`src/rtl/prog_loader_pkg.sv`:
```
// Shared types and constants for the program loader: FSM states, header layout
// and the bytes-per-word helper.
package prog_loader_pkg;

  typedef enum logic [2:0] {
    S_IDLE,
    S_HDR_HI,
    S_HDR_LO,
    S_DATA,
    S_CSUM,
    S_DONE,
    S_ERR
  } state_t;

  localparam int HDR_BYTES = 2;
  localparam int CNT_WIDTH = 16;

  function automatic int bytes_per_word(input int width);
    return width / 8;
  endfunction

endpackage

```
`src/rtl/prog_loader_word_packer.sv`:
```
// Big-endian byte-to-word packer: the first byte of a word ends up in the top byte,
// and word_ready flags the cycle in which the last byte of the word arrives.
module word_packer
  import prog_loader_pkg::*;
#(
  parameter int WIDTH = 32
) (
  input  logic             clk,
  input  logic             reset,
  input  logic             clear,
  input  logic             byte_vld,
  input  logic [7:0]       byte_data,
  output logic [WIDTH-1:0] word,
  output logic             word_ready
);

  localparam int BPW = bytes_per_word(WIDTH);
  localparam int IW  = (BPW > 1) ? $clog2(BPW) : 1;

  logic [WIDTH-1:0] shreg_p0;
  logic [IW-1:0]    idx_p0;
  logic             last_byte;

  // word is the assembled value including the byte arriving this cycle, so the
  // caller can register it on the same edge that accepts the final byte.
  assign last_byte  = (idx_p0 == IW'(BPW - 1));
  assign word       = (shreg_p0 << 8) | WIDTH'(byte_data);
  assign word_ready = byte_vld && last_byte;

  always_ff @(posedge clk) begin
    if (!reset || clear) begin
      shreg_p0 <= '0;
      idx_p0   <= '0;
    end else if (byte_vld) begin
      shreg_p0 <= word;
      idx_p0   <= last_byte ? '0 : idx_p0 + 1'b1;
    end
  end

endmodule

```
`src/rtl/prog_loader.sv`:
```
// Loads a checksummed byte-stream image into instruction/data memory while holding
// the CPU in reset, then releases the CPU once the checksum verifies.
module prog_loader
  import prog_loader_pkg::*;
#(
  parameter int WIDTH    = 32,
  parameter int ADDRSIZE = 12
) (
  input  logic                clk,
  input  logic                reset,
  input  logic                start,
  input  logic                rx_valid,
  input  logic [7:0]          rx_data,
  output logic                rx_ready,
  output logic                mem_we,
  output logic [ADDRSIZE-1:0] mem_addr,
  output logic [WIDTH-1:0]    mem_wdata,
  output logic                cpu_reset_n,
  output logic                busy,
  output logic                done,
  output logic                err
);

  localparam int unsigned MEMSIZE = 32'd1 << ADDRSIZE;

  state_t state, state_nx;

  logic                 accept;
  logic                 launch;
  logic [7:0]           xor_acc;
  logic [7:0]           cnt_hi;
  logic [CNT_WIDTH-1:0] n_words;
  logic [CNT_WIDTH-1:0] wcount;
  logic [CNT_WIDTH-1:0] hdr_n;
  logic                 last_word;
  logic                 pk_ready;
  logic [WIDTH-1:0]     pk_word;

  logic                 vld_p1;
  logic [ADDRSIZE-1:0]  addr_p1;
  logic [WIDTH-1:0]     wdata_p1;

  assign accept    = rx_valid && rx_ready;
  assign hdr_n     = {cnt_hi, rx_data};
  assign last_word = (wcount == n_words - 1'b1);

  word_packer #(.WIDTH(WIDTH)) u_packer (
    .clk       (clk),
    .reset     (reset),
    .clear     (launch),
    .byte_vld  (accept && (state == S_DATA)),
    .byte_data (rx_data),
    .word      (pk_word),
    .word_ready(pk_ready)
  );

  always_ff @(posedge clk) begin
    if (!reset) state <= S_IDLE;
    else        state <= state_nx;
  end

  always_comb begin
    state_nx    = state;
    rx_ready    = 1'b0;
    busy        = 1'b0;
    done        = 1'b0;
    err         = 1'b0;
    cpu_reset_n = 1'b0;
    launch      = 1'b0;
    case (state)
      S_IDLE, S_DONE, S_ERR: begin
        done        = (state == S_DONE);
        err         = (state == S_ERR);
        cpu_reset_n = (state == S_DONE);
        if (start) begin
          launch   = 1'b1;
          state_nx = S_HDR_HI;
        end
      end
      S_HDR_HI: begin
        rx_ready = 1'b1;
        busy     = 1'b1;
        if (rx_valid) state_nx = S_HDR_LO;
      end
      S_HDR_LO: begin
        rx_ready = 1'b1;
        busy     = 1'b1;
        if (rx_valid) begin
          if (32'(hdr_n) > MEMSIZE) state_nx = S_ERR;
          else if (hdr_n == '0)     state_nx = S_CSUM;
          else                      state_nx = S_DATA;
        end
      end
      S_DATA: begin
        rx_ready = 1'b1;
        busy     = 1'b1;
        if (pk_ready && last_word) state_nx = S_CSUM;
      end
      S_CSUM: begin
        rx_ready = 1'b1;
        busy     = 1'b1;
        if (rx_valid) state_nx = (rx_data == xor_acc) ? S_DONE : S_ERR;
      end
      default: state_nx = S_IDLE;
    endcase
  end

  // Stage p1: memory write port, one cycle after the last byte of each word.
  // wcount never advances past N-1 before use, so the address cannot wrap.
  always_ff @(posedge clk) begin
    if (!reset) begin
      xor_acc  <= '0;
      cnt_hi   <= '0;
      n_words  <= '0;
      wcount   <= '0;
      vld_p1   <= 1'b0;
      addr_p1  <= '0;
      wdata_p1 <= '0;
    end else begin
      vld_p1 <= 1'b0;
      if (launch) begin
        xor_acc <= '0;
        cnt_hi  <= '0;
        n_words <= '0;
        wcount  <= '0;
      end else if (accept) begin
        if (state != S_CSUM)   xor_acc <= xor_acc ^ rx_data;
        if (state == S_HDR_HI) cnt_hi  <= rx_data;
        if (state == S_HDR_LO) n_words <= hdr_n;
      end
      if (pk_ready) begin
        vld_p1   <= 1'b1;
        addr_p1  <= ADDRSIZE'(wcount);
        wdata_p1 <= pk_word;
        wcount   <= wcount + 1'b1;
      end
    end
  end

  assign mem_we    = vld_p1;
  assign mem_addr  = addr_p1;
  assign mem_wdata = wdata_p1;

endmodule
```
`config.mk`:
```
export PLATFORM = sky130hd
export DESIGN_NAME = prog_loader
export DESIGN_NICKNAME = d
export VERILOG_FILES = /design/src/rtl/prog_loader_pkg.sv /design/src/rtl/prog_loader_word_packer.sv /design/src/rtl/prog_loader.sv
export SDC_FILE = /design/constraint.sdc
export NUM_CORES = 1
export LEC_CHECK = 0
export CAP_MARGIN = 20
export CORE_UTILIZATION = 58
export CTS_BUF_LIST = sky130_fd_sc_hd__clkbuf_4 sky130_fd_sc_hd__clkbuf_8
export DETAILED_ROUTE_END_ITERATION = 10
export MAX_ROUTING_LAYER = met4
export PLACE_DENSITY = 0.82
export SLEW_MARGIN = 20
export SYNTH_ARGS = -nofsm -noshare
export SYNTH_HDL_FRONTEND = slang
export SYNTH_HIERARCHICAL = 1
export SYNTH_SLANG_ARGS = --single-unit
```
`constraint.sdc`:
```
create_clock -name clk -period 3.4 [get_ports clk]
set_clock_uncertainty 0.15 [all_clocks]
set_input_delay 0.34 -clock clk [delete_from_list [all_inputs] [get_ports clk]]
set_output_delay 0.34 -clock clk [all_outputs]
set_load 0.005 [all_outputs]
```
==> impl_summary.txt <==
----------------------------------------------------
[Power]
  Leakage Power ... about 0.0022 uW
  Max rail drop VDD ... 352 uV
  Power Dens Cells ... around 540 mW/mm^2

[Finish]
  Fill cell count ... 745
  Most used cells in the layout excluding fill and tap cells ... 122 x sky130_fd_sc_hd__dfxtp_1, 84 x sky130_fd_sc_hd__nand2_1, 72 x sky130_fd_sc_hd__mux2i_1
  Post-layout net count ... between 600 and 700
  Area delta synth->final ... 17.2%
  Register cell area after layout ... around 0.0024 sq mm
  Final standard cell area without fillers ... around 0.0066 sq mm
  Antenna cells ... 0
  Area of combinational cells with multiple inputs ... about 0.0029 sq mm
  Most common library cell in the layout ignoring fill and taps ... sky130_fd_sc_hd__dfxtp_1
  Share of final-layout standard cells stronger than drive strength 1 ... 0.0642

[Timing]
  Count of final max-slew check failures ... 0
  Final Hold Viols ... 0
  Total of endpoints with negative setup slack in the final report ... 0
  Crit share post-route ... 0.834
  Highest achievable clock rate ... roughly 350 MHz
  Transition time at the pin with the least slew margin ... between 1 and 1.5 ns
  Fin crit period ... approximately 2.8 ns
  Unrepaired setup endpoints after global routing ... no
  Tightest slew margin relative to the limit ... 0.227
  Setup TNS ... 0 ns
  Final worst hold slack ... about 0.32 ns

[Clock tree]
  Number of buffers on the longest clock path ... 2
  Post-cts repair resize count ... 0
  Hold-fix buffers at CTS ... 0
  Later-pin clock latency in the skew report ... approximately 0.43 ns
  Number of clock buffers inserted by TritonCTS ... 17
  Level count of the clock H-tree ... 4
  Count of buffers added by post-CTS timing repair for setup ... 0
  Sink Count ... roughly 120
  CTS tree ... yes
  Clock root buffer master ... sky130_fd_sc_hd__clkbuf_8
  Clock input transition at the sequential cells of the worst setup and hold paths ... approximately 0.07 ns

[Global route]
  Vias in the first global route ... 4508
  First-pass GRT wire length ... 21.2 mm
  Pin count of the biggest net entering global routing ... just under 70
  GRT overflow ... 0
  Antenna violations before repair ... 0
  Aggregate global-route resource usage ... 0.276

[Logic synthesis]
  Multiplexer fraction of the synthesized cell area ... 0.129
  Nets in the synthesized netlist ... approximately 660
  Xor and xnor area share after synthesis ... 0.0758
  Dominant combinational cell family by area after synthesis ... simple AND/OR/NAND/NOR gates
  Cell count after synthesis ... between 600 and 700
  Number of distinct library cell variants in the gate-level netlist after synthesis ... 50
  Fraction of synthesized cell area taken by the top area cell type ... 0.431
  FFs w/ async S/R, synth ... 0
  Most used flip-flop cell after synthesis ... sky130_fd_sc_hd__dfxtp_1
  Simple-gate share of the synthesized area ... 0.230
  Sequential fraction of the synthesis area ... 0.431
  Post-synthesis sequential element count ... 122
  Avg Inst Size Synth ... roughly 9 sq um
  Fraction of the mapped netlist area in compound gates ... 0.0760
  Adder and majority cell fraction of the synthesized area ... 0.00663
  Cell types occupying the most area after synthesis ... sky130_fd_sc_hd__dfxtp_1 43%, sky130_fd_sc_hd__mux2i_1 13%, sky130_fd_sc_hd__nand2_1 5.6%, sky130_fd_sc_hd__nor2b_1 5.3%, sky130_fd_sc_hd__xor2_1 4.0%
  Cell Area, Synth ... 0.00566 sq mm
  Yosys warning total ... 6
  Post-synth EDFFs ... 0
  Cell accounting for the most synthesized area ... sky130_fd_sc_hd__dfxtp_1

[Drt]
  Average routed wire per standard cell ... about 16 um
  DRC ... 0
  Per-cell via count in the routed design ... around 5.5
  Drt pass-1 iters ... 5
  Iteration-0 DRC count of the detailed router ... approximately 240
  Number of routed nets with antenna violations ... 0
  Via count ... around 4500
  Total Routed Length ... between 10 and 15 mm

[Place]
  HPWL reported at the end of detailed placement ... ~8.4 mm
  IO Port Bufs ... 61
  GP Congestion ... around 0.94
  Placed Instance Area ... slightly above 0.006 sq mm

[Run]
  Count of maximum capacitance violations ... 0

[Status]
  Run status ... finished, final reports clean

[Floorplanning]
  Core footprint ... 0.00933 sq mm
  Initial standard-cell utilization of the core ... 0.607
  Die height ... 101 um
  Site row count ... 35
  Die Footprint ... 0.0102 sq mm
  Horizontal die dimension ... 101 um
  Boundary Pins ... slightly above 60

[Critical path]
  Startpoint Class ... flop
  Arrival time at the worst endpoint ... approximately 3 ns
  Required time of the worst setup path ... approximately 3.6 ns
  WS Path Type ... flop to flop
  Maximum fanout count along the critical path ... 26
  Crit. End Element ... flop

[Min path]
  Hold Crit Class ... flop to flop

----------------------------------------------------
==> cell families (layout without fill, tap and decap cells) <==
| group | count (synthesis) | in the layout |
|---|---|---|
| compound gates | 73 | 73 |
| xor+xnor | 49 | 49 |
| fa+ha+maj | 3 | 3 |
| buf+inv | 61 | 105 |
| flops | 122 | 122 |
| mux | 73 | 73 |
| simple gates | 260 | 260 |
==> layout make-up <==
type	count	share of cell area
Clock buffer	19	0.0385
Clock inverter	12	0.0245
Inverter	9	0.00509
Multi-Input combinational cell	458	0.443
Sequential cell	122	0.368
Tap cell	129	0.0243
Timing Repair Buffer	65	0.0966
==> metrics by stage <==
stage | std cells | utilization | setup WS (ns) | power (uW)
6_report | 814 | 0.711 | 0.566 | 3600
2_1_floorplan | 641 | - | 0.380 | 2110
3_5_place_dp | 783 | 0.666 | 0.585 | 2260
5_1_grt | 814 | 0.711 | 0.328 | 3770
3_3_place_gp | 783 | 0.666 | 0.693 | 2240
4_1_cts | 814 | 0.711 | 0.640 | 3610
==> worst max-delay path: stages (launching register included) <==
cell and delay (ns):
sky130_fd_sc_hd__dfxtp_1 0.56, sky130_fd_sc_hd__nor2_1 0.20, sky130_fd_sc_hd__mux2_2 0.30, sky130_fd_sc_hd__nand2_1 0.37, sky130_fd_sc_hd__inv_1 0.10, sky130_fd_sc_hd__nand2b_1 0.70
sky130_fd_sc_hd__a21oi_1 0.35
==> final timing paths <==
kind	startpoint	end	slack [ns]	depth (start not counted)
max	state[0]	u_packer/idx_p0[0]	0.57	6
min reg2reg	cnt_hi[6]	n_words[14]	0.32	2
min	cnt_hi[6]	n_words[14]	0.32	2
max reg2reg	state[0]	u_packer/idx_p0[0]	0.57	6
==> where the power goes <==
group / internal [uW] / switching, uW
Clock: 759 / 598
Combinational: 280 / 401
Sequential: 1480 / 76.8
==> cells in the mapped netlist, drive strengths merged, types with 3 or more instances <==
master	number
a21oi	34
a22oi	4
and2	13
buf	20
clkbuf	32
dfxtp	122
ha	3
inv	9
mux2i	72
nand2	84
nand2b	6
nand3	12
nand3b	3
nand4	7
nor2	52
nor2b	48
nor3	5
nor4	10
o211ai	3
o21ai	18
or3	4
or4	3
xnor2	23
xor2	26
==> layer usage <==
layer | up-vias | wire length, um | GRT usage
met4 | 0 | 284 | 0.142
li1 | 2212 | - | -
met3 | 27 | 612 | 0.0534
met1 | 2081 | 5550 | 0.323
met5 | - | 0 | -
met2 | 140 | 6230 | 0.452
==> registers in the layout, indices dropped and copies added, names as in the netlist, 3 cells and up <==
| name | flops |
|---|---|
| mem_addr | 12 |
| mem_wdata | 32 |
| u_packer/shreg_p0 | 24 |
| cnt_hi | 8 |
| xor_acc | 8 |
| wcount | 16 |
| state | 3 |
| n_words | 16 |
Note: power is estimated with default switching activity, not from simulation.
